[src/rtl/obi_arb_pkg.sv]
// obi_arb_pkg: shared source IDs and defaults for the OBI memory port arbiter.
package obi_arb_pkg;
  typedef enum logic {SRC_INSTR = 1'b0, SRC_DATA = 1'b1} src_e;
  localparam int DEFAULT_MAX_OUTSTANDING = 2;
endpackage

[src/rtl/obi_id_fifo.sv]
// obi_id_fifo: in-order FIFO of source IDs for granted-but-unanswered transactions.
module obi_id_fifo
  import obi_arb_pkg::*;
#(
  parameter int DEPTH = DEFAULT_MAX_OUTSTANDING
) (
  input  logic clk_i,
  input  logic rst_ni,
  input  logic push,
  input  logic pop,
  input  src_e din,
  output src_e dout,
  output logic full,
  output logic empty
);
  localparam int PW = DEPTH > 1 ? $clog2(DEPTH) : 1;
  localparam int CW = $clog2(DEPTH) + 1;
  src_e mem [DEPTH];
  logic [PW-1:0] wptr, rptr;
  logic [CW-1:0] count;
  logic do_push, do_pop;
  assign do_push = push & ~full;
  assign do_pop  = pop & ~empty;
  assign full    = count == CW'(DEPTH);
  assign empty   = count == '0;
  assign dout    = mem[rptr];
  always_ff @(posedge clk_i) begin
    if (do_push) mem[wptr] <= din;
  end
  always_ff @(posedge clk_i or negedge rst_ni) begin
    if (!rst_ni) begin
      wptr  <= '0;
      rptr  <= '0;
      count <= '0;
    end else begin
      if (do_push) wptr <= (wptr == PW'(DEPTH - 1)) ? '0 : wptr + 1'b1;
      if (do_pop) rptr <= (rptr == PW'(DEPTH - 1)) ? '0 : rptr + 1'b1;
      count <= count + CW'(do_push) - CW'(do_pop);
    end
  end
endmodule

[src/rtl/obi_mem_port_arbiter.sv]
// obi_mem_port_arbiter: round-robin sharing of one OBI memory port between fetch and data,
// holding the selection until granted and routing in-order responses by tracked source.
module obi_mem_port_arbiter
  import obi_arb_pkg::*;
#(
  parameter int ADDR_WIDTH      = 32,
  parameter int DATA_WIDTH      = 32,
  parameter int MAX_OUTSTANDING = DEFAULT_MAX_OUTSTANDING
) (
  input  logic                    clk_i,
  input  logic                    rst_ni,
  input  logic                    instr_req_i,
  output logic                    instr_gnt_o,
  input  logic [ADDR_WIDTH-1:0]   instr_addr_i,
  output logic                    instr_rvalid_o,
  output logic [DATA_WIDTH-1:0]   instr_rdata_o,
  input  logic                    data_req_i,
  output logic                    data_gnt_o,
  input  logic                    data_we_i,
  input  logic [DATA_WIDTH/8-1:0] data_be_i,
  input  logic [ADDR_WIDTH-1:0]   data_addr_i,
  input  logic [DATA_WIDTH-1:0]   data_wdata_i,
  output logic                    data_rvalid_o,
  output logic [DATA_WIDTH-1:0]   data_rdata_o,
  output logic                    mem_req_o,
  input  logic                    mem_gnt_i,
  output logic                    mem_we_o,
  output logic [DATA_WIDTH/8-1:0] mem_be_o,
  output logic [ADDR_WIDTH-1:0]   mem_addr_o,
  output logic [DATA_WIDTH-1:0]   mem_wdata_o,
  input  logic                    mem_rvalid_i,
  input  logic [DATA_WIDTH-1:0]   mem_rdata_i,
  output logic                    proto_err_o
);
  logic lock, full, empty, gnt, rsp;
  src_e locked_src, last_grant, winner, head;
  obi_id_fifo #(.DEPTH(MAX_OUTSTANDING)) u_fifo (
    .clk_i (clk_i),
    .rst_ni(rst_ni),
    .push  (gnt),
    .pop   (rsp),
    .din   (winner),
    .dout  (head),
    .full  (full),
    .empty (empty)
  );
  // A pending ungranted request keeps its source so the request fields stay stable.
  assign winner = lock ? locked_src
                : (instr_req_i & data_req_i) ? (last_grant == SRC_INSTR ? SRC_DATA : SRC_INSTR)
                : (data_req_i ? SRC_DATA : SRC_INSTR);
  assign mem_req_o   = (instr_req_i | data_req_i) & ~full;
  assign mem_we_o    = winner == SRC_DATA ? data_we_i : 1'b0;
  assign mem_be_o    = winner == SRC_DATA ? data_be_i : '1;
  assign mem_addr_o  = winner == SRC_DATA ? data_addr_i : instr_addr_i;
  assign mem_wdata_o = winner == SRC_DATA ? data_wdata_i : '0;
  assign gnt         = mem_gnt_i & mem_req_o;
  assign instr_gnt_o = gnt & (winner == SRC_INSTR);
  assign data_gnt_o  = gnt & (winner == SRC_DATA);
  assign rsp            = mem_rvalid_i & ~empty;
  assign instr_rvalid_o = rsp & (head == SRC_INSTR);
  assign data_rvalid_o  = rsp & (head == SRC_DATA);
  assign instr_rdata_o  = mem_rdata_i;
  assign data_rdata_o   = mem_rdata_i;
  always_ff @(posedge clk_i or negedge rst_ni) begin
    if (!rst_ni) begin
      lock        <= 1'b0;
      locked_src  <= SRC_INSTR;
      last_grant  <= SRC_INSTR;
      proto_err_o <= 1'b0;
    end else begin
      if (mem_req_o) begin
        lock       <= ~mem_gnt_i;
        locked_src <= winner;
      end
      if (gnt) last_grant <= winner;
      if (mem_rvalid_i & empty) proto_err_o <= 1'b1;
    end
  end
endmodule

[config.mk]
export PLATFORM = sky130hd
export DESIGN_NAME = obi_mem_port_arbiter
export DESIGN_NICKNAME = d
export VERILOG_FILES = /design/src/rtl/obi_arb_pkg.sv /design/src/rtl/obi_id_fifo.sv /design/src/rtl/obi_mem_port_arbiter.sv
export SDC_FILE = /design/constraint.sdc
export NUM_CORES = 1
export LEC_CHECK = 0
export ABC_AREA = 0
export CORE_AREA = 2 2 108 110
export DETAILED_ROUTE_END_ITERATION = 7
export DIE_AREA = 0 0 110 112
export PLACE_DENSITY_LB_ADDON = 0.2
export SLEW_MARGIN = 20
export SYNTH_ARGS = -nofsm -noshare
export SYNTH_HDL_FRONTEND = slang
export SYNTH_SLANG_ARGS = --single-unit
[constraint.sdc]
create_clock -name clk_i -period 2.37 [get_ports clk_i]
set_input_delay 0.711 -clock clk_i [delete_from_list [all_inputs] [get_ports clk_i]]
set_output_delay 0.711 -clock clk_i [all_outputs]
set_load 0.1 [all_outputs]
==> results.sh, run 1 <==
export IMPL_io_buffer_count=181
export IMPL_grt_pass1_wl_mm=10.4
export IMPL_detail_route_wl_per_cell_um=15.4
export IMPL_min_path_cells=1
export IMPL_vias_per_cell=3.62
export IMPL_clkLatencyLatePin_ns=0.23
export IMPL_numCtsBuffers=3
export IMPL_slew_headroom_pct=73.6
export IMPL_synth_top_cell_area_share_pct=29.6
export IMPL_gp_congestion=0.718
export IMPL_ys_types=28
export IMPL_grt_ovfl_total=0
export IMPL_placed_cells=448
export IMPL_synth_adder_area_share_pct=0.770
export IMPL_worstPathRequired_ns=1.66
export IMPL_cts_tree="yes"
export IMPL_synthCells=180
export IMPL_die_area_um2=12300
export IMPL_clockBufferDepth=2
export IMPL_synth_top_area_cell="buf_4"
export IMPL_fmax_mhz=378
export IMPL_end_kind="primary output"
export IMPL_failed_checks="setup timing"
export IMPL_synth_xor_area_share_pct=2.69
export IMPL_avgSynthCellArea_um2=9.03
export IMPL_fin_crit_ns=2.65
export IMPL_root_buffer="clkbuf_16"
export IMPL_core_rowCount=39
export IMPL_syn_area_um2=1630
export IMPL_start_kind="primary input"
export IMPL_grt_max_degree=23
export IMPL_dp_slack_ns=-0.697
export IMPL_fin_crit_sh_pct=112
export IMPL_finalSetupTns_ns=-17.05
export IMPL_dr_total_vias=1667
export IMPL_nets=459
export IMPL_grt_pass1_vias=1826
export IMPL_final_common_cell="clkdlybuf4s50_1"
export IMPL_post_route_drc_count=0
export IMPL_ir_worst_vdd_uv=972
export IMPL_hp_class="flip-flop to flip-flop"
export IMPL_synth_top_family_by_area="buffers and inverters"
export IMPL_synthSimpleGateAreaFrac_pct=16.9
export IMPL_instances_no_fill=461
export IMPL_yosysSeqAreaShare_pct=16.0
export IMPL_cp_slowest_stage_delay_ns=0.34
export IMPL_ys_ff_latch=10
export IMPL_slowest_stage="mux2_4"
export IMPL_maxSlewViolCount=0
export IMPL_power_density_nw_per_um2=1710
export IMPL_path_buf_inv=4
export IMPL_clk_pin_slew_ns=0.04
export IMPL_worst_pin_slew_ns=0.395
export IMPL_yosysWarnings=0
export IMPL_leakage_nw=2.00
export IMPL_fin_ws_ns=-0.278
export IMPL_outcome="finished, violations left"
export IMPL_antenna_found_initial=0
export IMPL_crit_family="buffers and inverters"
export IMPL_fillers=1059
export IMPL_die_x_um=110
export IMPL_synth_mux_area_fraction_pct=24.2
export IMPL_rsz0062_at_grt="true"
export IMPL_hp_start="proto_err_o"
export IMPL_drt_wl_total_mm=7.11
export IMPL_crit_reg2reg_launch="u_fifo.count[1]"
export IMPL_drtAntennaViolNets=0
export IMPL_grtUsageTotal_pct=11.1
export IMPL_drt_pre_antenna_iters=2
export IMPL_r2r_cells=6
export IMPL_crit_arrival_ns=1.94
export IMPL_crit_fanout=6
export IMPL_hold_viol_final=0
export IMPL_max_cap_viol_count=0
export IMPL_final_cell_mix="clkdlybuf4s50_1, buf_12, and2_4"
export IMPL_layout_drive_gt1_share_pct=58.8
export IMPL_ys_top_cells_by_area="buf_4, mux2_2, and2_1"
export IMPL_finalSetupViolations=70
export IMPL_worstPathCellList="buf_6 -> nor2b_4 -> a22oi_4 -> buf_6 -> buf_12 -> mux2_4 -> buf_12"
export IMPL_worstSetupPathType="primary input to primary output"
export IMPL_n_antenna_cell=0
export IMPL_dpl_hpwl_mm=5.92
export IMPL_h_tree_depth=1
export IMPL_worstHoldEndpoint="proto_err_o"
export IMPL_start_util_pct=14.5
export IMPL_synth_fp_nets=320
export IMPL_clock_sinks=10
export IMPL_timing_rr_end="u_fifo.count[1]"
export IMPL_fin_worst_skew_ns=0.00223
export IMPL_synth_compound_area_share_pct=4.54
export IMPL_drt_iter0_drc=23
export IMPL_die_y_um=112
export IMPL_area_growth_pct=179
export IMPL_rrSetupSlack_ns=0.59
export IMPL_num_io_pins=278
export IMPL_core_area_um2=11200
cells in the mapped netlist, drive strengths merged:
master   n
a21oi    1
xor2     2
ha       1
o221ai   1
and2    33
o21a     1
a31o     1
edfxtp   2
and3     1
mux2i    1
nor2b    2
nor2     5
dfrtp    8
a22oi    1
nand2    1
o21ai    1
mux2    34
nand2b   4
clkbuf   5
inv      5
xnor2    3
a2111o   1
buf     66
how the worst max path moves through the flow:
stage | from | endpoint | slack, ns | cells after the start
final | data_req_i | mem_addr_o[13] | -0.28 | 7
after detailed placement | instr_req_i | mem_addr_o[23] | -0.70 | 6
after floorplan | data_req_i | instr_gnt_o | -0.45 | 5
after global placement | instr_req_i | mem_addr_o[23] | -0.70 | 6
after CTS | data_req_i | mem_addr_o[7] | -0.34 | 8
after global routing | data_req_i | mem_wdata_o[2] | -0.32 | 9
flip-flops by register name (all words and copies together), names as in the netlist:
name,count
u_fifo.rptr,1
proto_err_o,1
last_grant,1
lock,1
u_fifo.wptr,1
u_fifo.count,2
u_fifo.mem,2
locked_src,1
worst register-to-register path, cell delays in order (launching register included):
cell	delay, ns
dfrtp_1	0.45
o21ai_4	0.24
buf_4	0.15
inv_1	0.04
ha_1	0.30
a2111o_1	0.36
xnor2_1	0.13
per-layer routing:
metal | track usage, % | up-vias | wire length (um)
met5 | 0 | - | 0
met1 | 12.1 | 757 | 2440
met3 | 4.22 | 14 | 649
li1 | - | 800 | -
met2 | 19.7 | 96 | 3900
met4 | 2.78 | 0 | 125
final cells by class:
type	instances	area (um2)	share of cell area, %
flip-flops and latches	10	260	5.74
well taps	143	179	3.94
repair buffers	205	2900	63.9
multi-input cells	94	1090	24.0
inverters	5	31.3	0.689
clock buffers	4	78.8	1.74
power by group:
group | leakage, nW | internal (mW) | switching (mW)
Clock | 0.0382 | 0.225 | 0.0761
Combinational | 1.85 | 2.98 | 4.16
Sequential | 0.110 | 0.255 | 0.0783
cells by family after synthesis:
group / after synthesis
AND/OR/NAND/NOR: 46
AO/OA/AOI/OAI: 7
adder cells (fa/ha/maj): 1
flip-flops: 10
multiplexers: 35
XOR/XNOR: 5
buffers and inverters: 76
metrics by stage:
stage                     area [um2]  power [mW]  utilization [%]  hold slack (ns)
after floorplan                 1860        5.09                -            0.415
after global placement          4190        6.94             37.5            0.458
after detailed placement        4190        6.96             37.5            0.465
after CTS                       4480        7.75             40.1            0.474
after global routing            4540        8.03             40.6            0.489
final                           4540        7.78             40.6            0.467
what timing repair did:
| item | CTS | global route |
|---|---|---|
| pin swaps | 17 | 18 |
| gates resized for setup | 37 | 10 |
| cloned | 3 | 3 |
| hold buffers | 0 | 0 |
| endpoints found under the setup margin | 74 | 71 |
| setup buffers | 4 | 1 |
| endpoints found under the hold margin | 0 | 0 |
No activity file was read; power rests on OpenSTA's default activity.
==> run 2: changes to the inputs <==
- CAP_MARGIN: default -> 25
- MAX_ROUTING_LAYER: default -> met4
==> run 2 against run 1 <==
Net effect:
- the run still ends with setup timing left
- maximum frequency hardly changed
- count of clock-buffer cells in the layout stayed put
- worst setup slack worse by 0.0015 ns
- critical path depth stayed put
- hold slack better by 0.0017 ns
- clock skew hardly changed
- die area stayed put
- sequential cell count stayed put
- first-iteration DRC count stayed put
- cell count stayed put
- routed wire length is 0.14% higher
- critical path type unchanged
- critical endpoint unchanged
==> results.sh, run 2 (synthesized netlist as in run 1, its figures left out) <==
export IMPL_final_common_cell="clkdlybuf4s50_1"
export IMPL_cts_hold_buf=0
export IMPL_fin_worst_skew_ns=0.00237
export IMPL_io_buffer_count=181
export IMPL_crit_start="data_req_i"
export IMPL_fmax_mhz=377
export IMPL_die_area_um2=12300
export IMPL_power_density_nw_per_um2=1710
export IMPL_power_total_mw=7.78
export IMPL_fin_crit_ns=2.65
export IMPL_fin_ws_ns=-0.279
export IMPL_ir_worst_vdd_uv=972
export IMPL_hp_start="proto_err_o"
export IMPL_detail_route_wl_per_cell_um=15.4
export IMPL_num_io_pins=278
export IMPL_rsz0062_at_grt="true"
export IMPL_slew_headroom_pct=73.3
export IMPL_crit_fanout=6
export IMPL_crit_arrival_ns=1.94
export IMPL_die_y_um=112
export IMPL_grtUsageTotal_pct=11.4
export IMPL_antenna_found_initial=0
export IMPL_post_route_drc_count=0
export IMPL_grt_ovfl_total=0
export IMPL_clockBufferDepth=2
export IMPL_failed_checks="setup timing"
export IMPL_clock_sinks=10
export IMPL_start_util_pct=14.5
export IMPL_crit_family="buffers and inverters"
export IMPL_worstPathRequired_ns=1.66
export IMPL_core_area_um2=11200
export IMPL_end_kind="primary output"
export IMPL_max_cap_viol_count=0
export IMPL_worst_pin_slew_ns=0.400
export IMPL_final_cell_mix="clkdlybuf4s50_1, buf_12, and2_4"
export IMPL_grt_max_degree=23
export IMPL_hp_class="flip-flop to flip-flop"
export IMPL_crit_reg2reg_launch="u_fifo.count[1]"
export IMPL_cp_slowest_stage_delay_ns=0.34
export IMPL_core_rowCount=39
export IMPL_dr_total_vias=1663
export IMPL_n_antenna_cell=0
export IMPL_die_x_um=110
export IMPL_drt_iter0_drc=23
export IMPL_vias_per_cell=3.61
export IMPL_root_buffer="clkbuf_16"
export IMPL_start_kind="primary input"
export IMPL_maxSlewViolCount=0
export IMPL_gp_congestion=0.726
export IMPL_area_growth_pct=179
export IMPL_drt_pre_antenna_iters=3
export IMPL_finalSetupViolations=70
export IMPL_fin_crit_sh_pct=112
export IMPL_largest_registers="u_fifo.count x2, u_fifo.mem x2"
export IMPL_path_buf_inv=4
export IMPL_hold_viol_final=0
export IMPL_outcome="finished, violations left"
export IMPL_h_tree_depth=1
export IMPL_drtAntennaViolNets=0
export IMPL_clkLatencyLatePin_ns=0.23
export IMPL_layout_drive_gt1_share_pct=58.8
export IMPL_worstPathCellList="buf_6 -> nor2b_4 -> a22oi_4 -> buf_6 -> buf_12 -> mux2_4 -> buf_12"
export IMPL_nets=459
export IMPL_grt_pass1_vias=1837
export IMPL_clk_pin_slew_ns=0.04
export IMPL_dpl_hpwl_mm=5.92
export IMPL_worstSetupPathType="primary input to primary output"
export IMPL_slowest_stage="mux2_4"
export IMPL_finalSetupTns_ns=-17.16
export IMPL_numCtsBuffers=3
export IMPL_utilization_pct=40.6
export IMPL_leakage_nw=2.00
export IMPL_grt_pass1_wl_mm=10.3
export IMPL_cts_tree="yes"
export IMPL_drt_wl_total_mm=7.12
-- run 2: cell counts in the layout (fill, tap and decap cells not counted) --
Identical to the previous run, type by type.
-- run 2: metrics by stage --
step                cell area, um2  std cells  setup WS [ns]  hold slack [ns]
finish                        4540        461         -0.279            0.469
global route                  4540        461         -0.321            0.489
CTS                           4480        459         -0.336            0.474
detailed placement            4190        448         -0.697            0.465
global placement              4190        448         -0.698            0.458
floorplan                     1860        180         -0.446            0.415
-- run 2: area by class of cell --
type | count | area, um2
Clock buffer | 4 | 78.8
Fill cell | 1059 | 6640
Inverter | 5 | 31.3
Multi-Input combinational cell | 94 | 1090
Sequential cell | 10 | 260
Tap cell | 143 | 179
Timing Repair Buffer | 205 | 2900
-- run 2: repair_timing --
item	CTS	global route
setup endpoints to repair	74	71
cloned	3	3
pin swaps	17	18
gates resized for setup	37	10
buffers inserted	4	1
-- run 2: worst paths after layout --
path / endpoint / slack, ns / cells past startpoint
worst max-delay path: mem_addr_o[13] / -0.28 / 7
worst min-delay path: proto_err_o / 0.47 / 1
worst max register to register: u_fifo.count[1] / 0.59 / 6
worst min register to register: proto_err_o / 0.47 / 1
max in group asynchronous: u_fifo.wptr / 1.31 / 1
min in group asynchronous: proto_err_o / 0.77 / 1
-- run 2: where the power goes --
| part | switching (mW) | internal [mW] | total [mW] |
|---|---|---|---|
| clock | 0.0762 | 0.225 | 0.301 |
| sequential | 0.0784 | 0.255 | 0.334 |
| combinational | 4.16 | 2.98 | 7.14 |
-- run 2: worst reg2reg max path: stages, from the launching register on --
cell and delay (ns):
dfrtp_1 0.45, o21ai_4 0.23, buf_4 0.15, inv_1 0.04
ha_1 0.30, a2111o_1 0.36, xnor2_1 0.13
-- run 2: metal layers --
metal | global-route usage [%] | share of wire, % | vias to the layer above
li1 | - | - | 799
met1 | 12.4 | 35 | 756
met2 | 19.7 | 55 | 94
met3 | 3.81 | 8.4 | 14
met4 | 2.78 | 1.8 | 0
met5 | - | 0 | -
==> run 3: changes to the inputs <==
- ABC_AREA: 0 -> 1
- TNS_END_PERCENT: default -> 10
==> run 3 against run 2 <==
Net effect:
- the flow still finishes with violations (setup timing)
- synthesized cell count up 71%
- sequential share of layout area decreased by 0.14 points
- maximum frequency is 7.0% higher
- hold slack worse by 0.0084 ns
- critical path depth rose by 2
- sequential cell count stayed put
- worst setup slack better by 0.17 ns
- via count increased by 31%
- routed wire length is 4.9% higher
- critical path type unchanged
- critical endpoint is now mem_wdata_o[2]
==> results.sh, run 3 <==
export IMPL_grtUsageTotal_pct=12.5
export IMPL_slowest_stage="buf_12"
export IMPL_clockBufferDepth=2
export IMPL_grt_pass1_wl_mm=11.7
export IMPL_seqCellArea_um2=260
export IMPL_fin_crit_ns=2.48
export IMPL_synth_top_family_by_area="buffers and inverters"
export IMPL_gp_congestion=0.765
export IMPL_crit_top_cell="buf_12"
export IMPL_synthCells=307
export IMPL_detail_route_wl_per_cell_um=12.7
export IMPL_utilization_pct=41.6
export IMPL_instances_no_fill=586
export IMPL_numCtsBuffers=3
export IMPL_final_common_cell="clkdlybuf4s50_1"
export IMPL_rsz0062_at_grt="true"
export IMPL_io_buffer_count=181
export IMPL_ys_types=20
export IMPL_finalSetupViolations=44
export IMPL_synthSimpleGateAreaFrac_pct=40.0
export IMPL_largest_registers="u_fifo.count x2, u_fifo.mem x2"
export IMPL_die_y_um=112
export IMPL_ys_ff_latch=10
export IMPL_fin_crit_sh_pct=105
export IMPL_grt_ovfl_total=0
export IMPL_drtAntennaViolNets=0
export IMPL_vias_per_cell=3.70
export IMPL_path_buf_inv=5
export IMPL_drt_iter0_drc=93
export IMPL_end_kind="primary output"
export IMPL_async_flop_share_pct=80.0
export IMPL_start_kind="primary input"
export IMPL_worstSetupPathType="primary input to primary output"
export IMPL_yosysWarnings=0
export IMPL_synth_adder_area_share_pct=0.727
export IMPL_dr_total_vias=2171
export IMPL_worst_pin_slew_ns=0.382
export IMPL_placed_cells=576
export IMPL_failed_checks="setup timing"
export IMPL_cp_slowest_stage_delay_ns=0.18
export IMPL_worstPathCellList="buf_8 -> nand2_2 -> nand3_2 -> nand2_4 -> clkinv_8 -> buf_12 -> buf_4 -> nor2_4 -> buf_12"
export IMPL_h_tree_depth=1
export IMPL_cts_tree="yes"
export IMPL_ys_top_cells_by_area="buf_4, nand2_1, dfrtp_1"
export IMPL_fin_worst_skew_ns=0.000479
export IMPL_drt_pre_antenna_iters=4
export IMPL_area_growth_pct=170
export IMPL_fmax_mhz=404
export IMPL_slew_headroom_pct=74.5
export IMPL_ys_top_cells_by_count="nand2_1, buf_4, inv_1"
export IMPL_antenna_found_initial=0
export IMPL_clk_pin_slew_ns=0.04
export IMPL_syn_area_um2=1720
export IMPL_yosysSeqAreaShare_pct=15.1
export IMPL_root_buffer="clkbuf_16"
export IMPL_fin_ws_ns=-0.107
export IMPL_cts_hold_buf=0
export IMPL_synth_top_cell_area_share_pct=27.9
export IMPL_yosysMostFrequentCell="nand2_1"
export IMPL_max_cap_viol_count=0
export IMPL_maxSlewViolCount=0
export IMPL_synth_xor_area_share_pct=0.509
export IMPL_finalSetupTns_ns=-2.39
export IMPL_die_x_um=110
export IMPL_clock_sinks=10
export IMPL_final_cell_mix="clkdlybuf4s50_1, nand2_1, buf_12"
export IMPL_drt_wl_total_mm=7.46
export IMPL_clkLatencyLatePin_ns=0.24
export IMPL_grt_max_degree=26
export IMPL_synthFlopType="dfrtp_1"
export IMPL_core_area_um2=11200
export IMPL_avgSynthCellArea_um2=5.61
export IMPL_layout_drive_gt1_share_pct=41.5
export IMPL_nets=584
export IMPL_synth_mux_area_fraction_pct=0
export IMPL_core_rowCount=39
export IMPL_post_route_drc_count=0
export IMPL_finalInstanceArea_um2=4650
export IMPL_synth_fp_nets=447
export IMPL_crit_fanout=9
export IMPL_n_antenna_cell=0
export IMPL_hold_viol_final=0
export IMPL_synth_top_area_cell="buf_4"
export IMPL_crit_arrival_ns=1.77
export IMPL_synth_edf_count=2
export IMPL_dpl_hpwl_mm=6.05
export IMPL_synth_compound_area_share_pct=1.38
export IMPL_die_area_um2=12300
export IMPL_grt_pass1_vias=2304
export IMPL_hp_class="flip-flop to flip-flop"
export IMPL_crit_family="buffers and inverters"
export IMPL_placed_area_um2=4170
export IMPL_num_io_pins=278
export IMPL_outcome="finished, violations left"
export IMPL_fillers=1124
export IMPL_start_util_pct=15.4
export IMPL_worstPathRequired_ns=1.66
export IMPL_multi_input_area_um2=1070
## run 3: cell families after synthesis
kind of cell / after synthesis
adder cells (fa/ha/maj): 1
AO/OA/AOI/OAI: 4
buffers and inverters: 123
XOR/XNOR: 1
AND/OR/NAND/NOR: 168
flip-flops: 10
## run 3: worst register-to-register path, stage by stage, from the launching register on
cell and delay [ns]:
dfrtp_1 0.41, o21ai_2 0.21, inv_1 0.08, buf_4 0.13, ha_1 0.30, inv_1 0.09
nand4_1 0.10, nand2_1 0.07, nand2_1 0.05
## run 3: worst paths after layout
path	start	to	slack, ns	cells past startpoint
worst max-delay path	instr_req_i	mem_wdata_o[2]	-0.11	9
max in group asynchronous	rst_ni	locked_src	1.34	1
worst min-delay path	proto_err_o	proto_err_o	0.46	1
worst min register to register	proto_err_o	proto_err_o	0.46	1
worst max register to register	u_fifo.count[1]	u_fifo.count[1]	0.82	8
min in group asynchronous	rst_ni	proto_err_o	0.76	1
## run 3: area by class of cell
cell class                 count  area share (%)
multi-input combinational    174            23.0
tap                          143            3.85
timing repair buffer         206            61.7
clock inverter                 1          0.0807
clock buffer                   3            1.61
inverter                      49            4.22
sequential                    10            5.59
## run 3: per-layer routing
metal	global-route usage (%)	vias up	wire, um	share of wire [%]
met5	-	-	0	0
met2	21.3	106	3920	52
met3	2.22	30	554	7.4
met4	3.80	0	168	2.3
met1	14.7	947	2830	38
li1	-	1088	-	-
## run 3: metrics by stage
step	setup WS [ns]	hold WS, ns
after floorplan	-0.388	0.415
after global placement	-0.510	0.454
after detailed placement	-0.504	0.459
after CTS	-0.132	0.468
after global routing	-0.153	0.484
final	-0.107	0.461
## run 3: timing repair
item                       in CTS  in global routing
gates cloned                    4                  0
gates resized for setup        76                 19
setup endpoints to repair      74                 71
pin swaps                       7                  4
buffers inserted                4                  0
Power of run 3 is left out: the tool's default activity adds up to more than one toggle a clock period on the data nets, which glitch-free logic cannot reach.
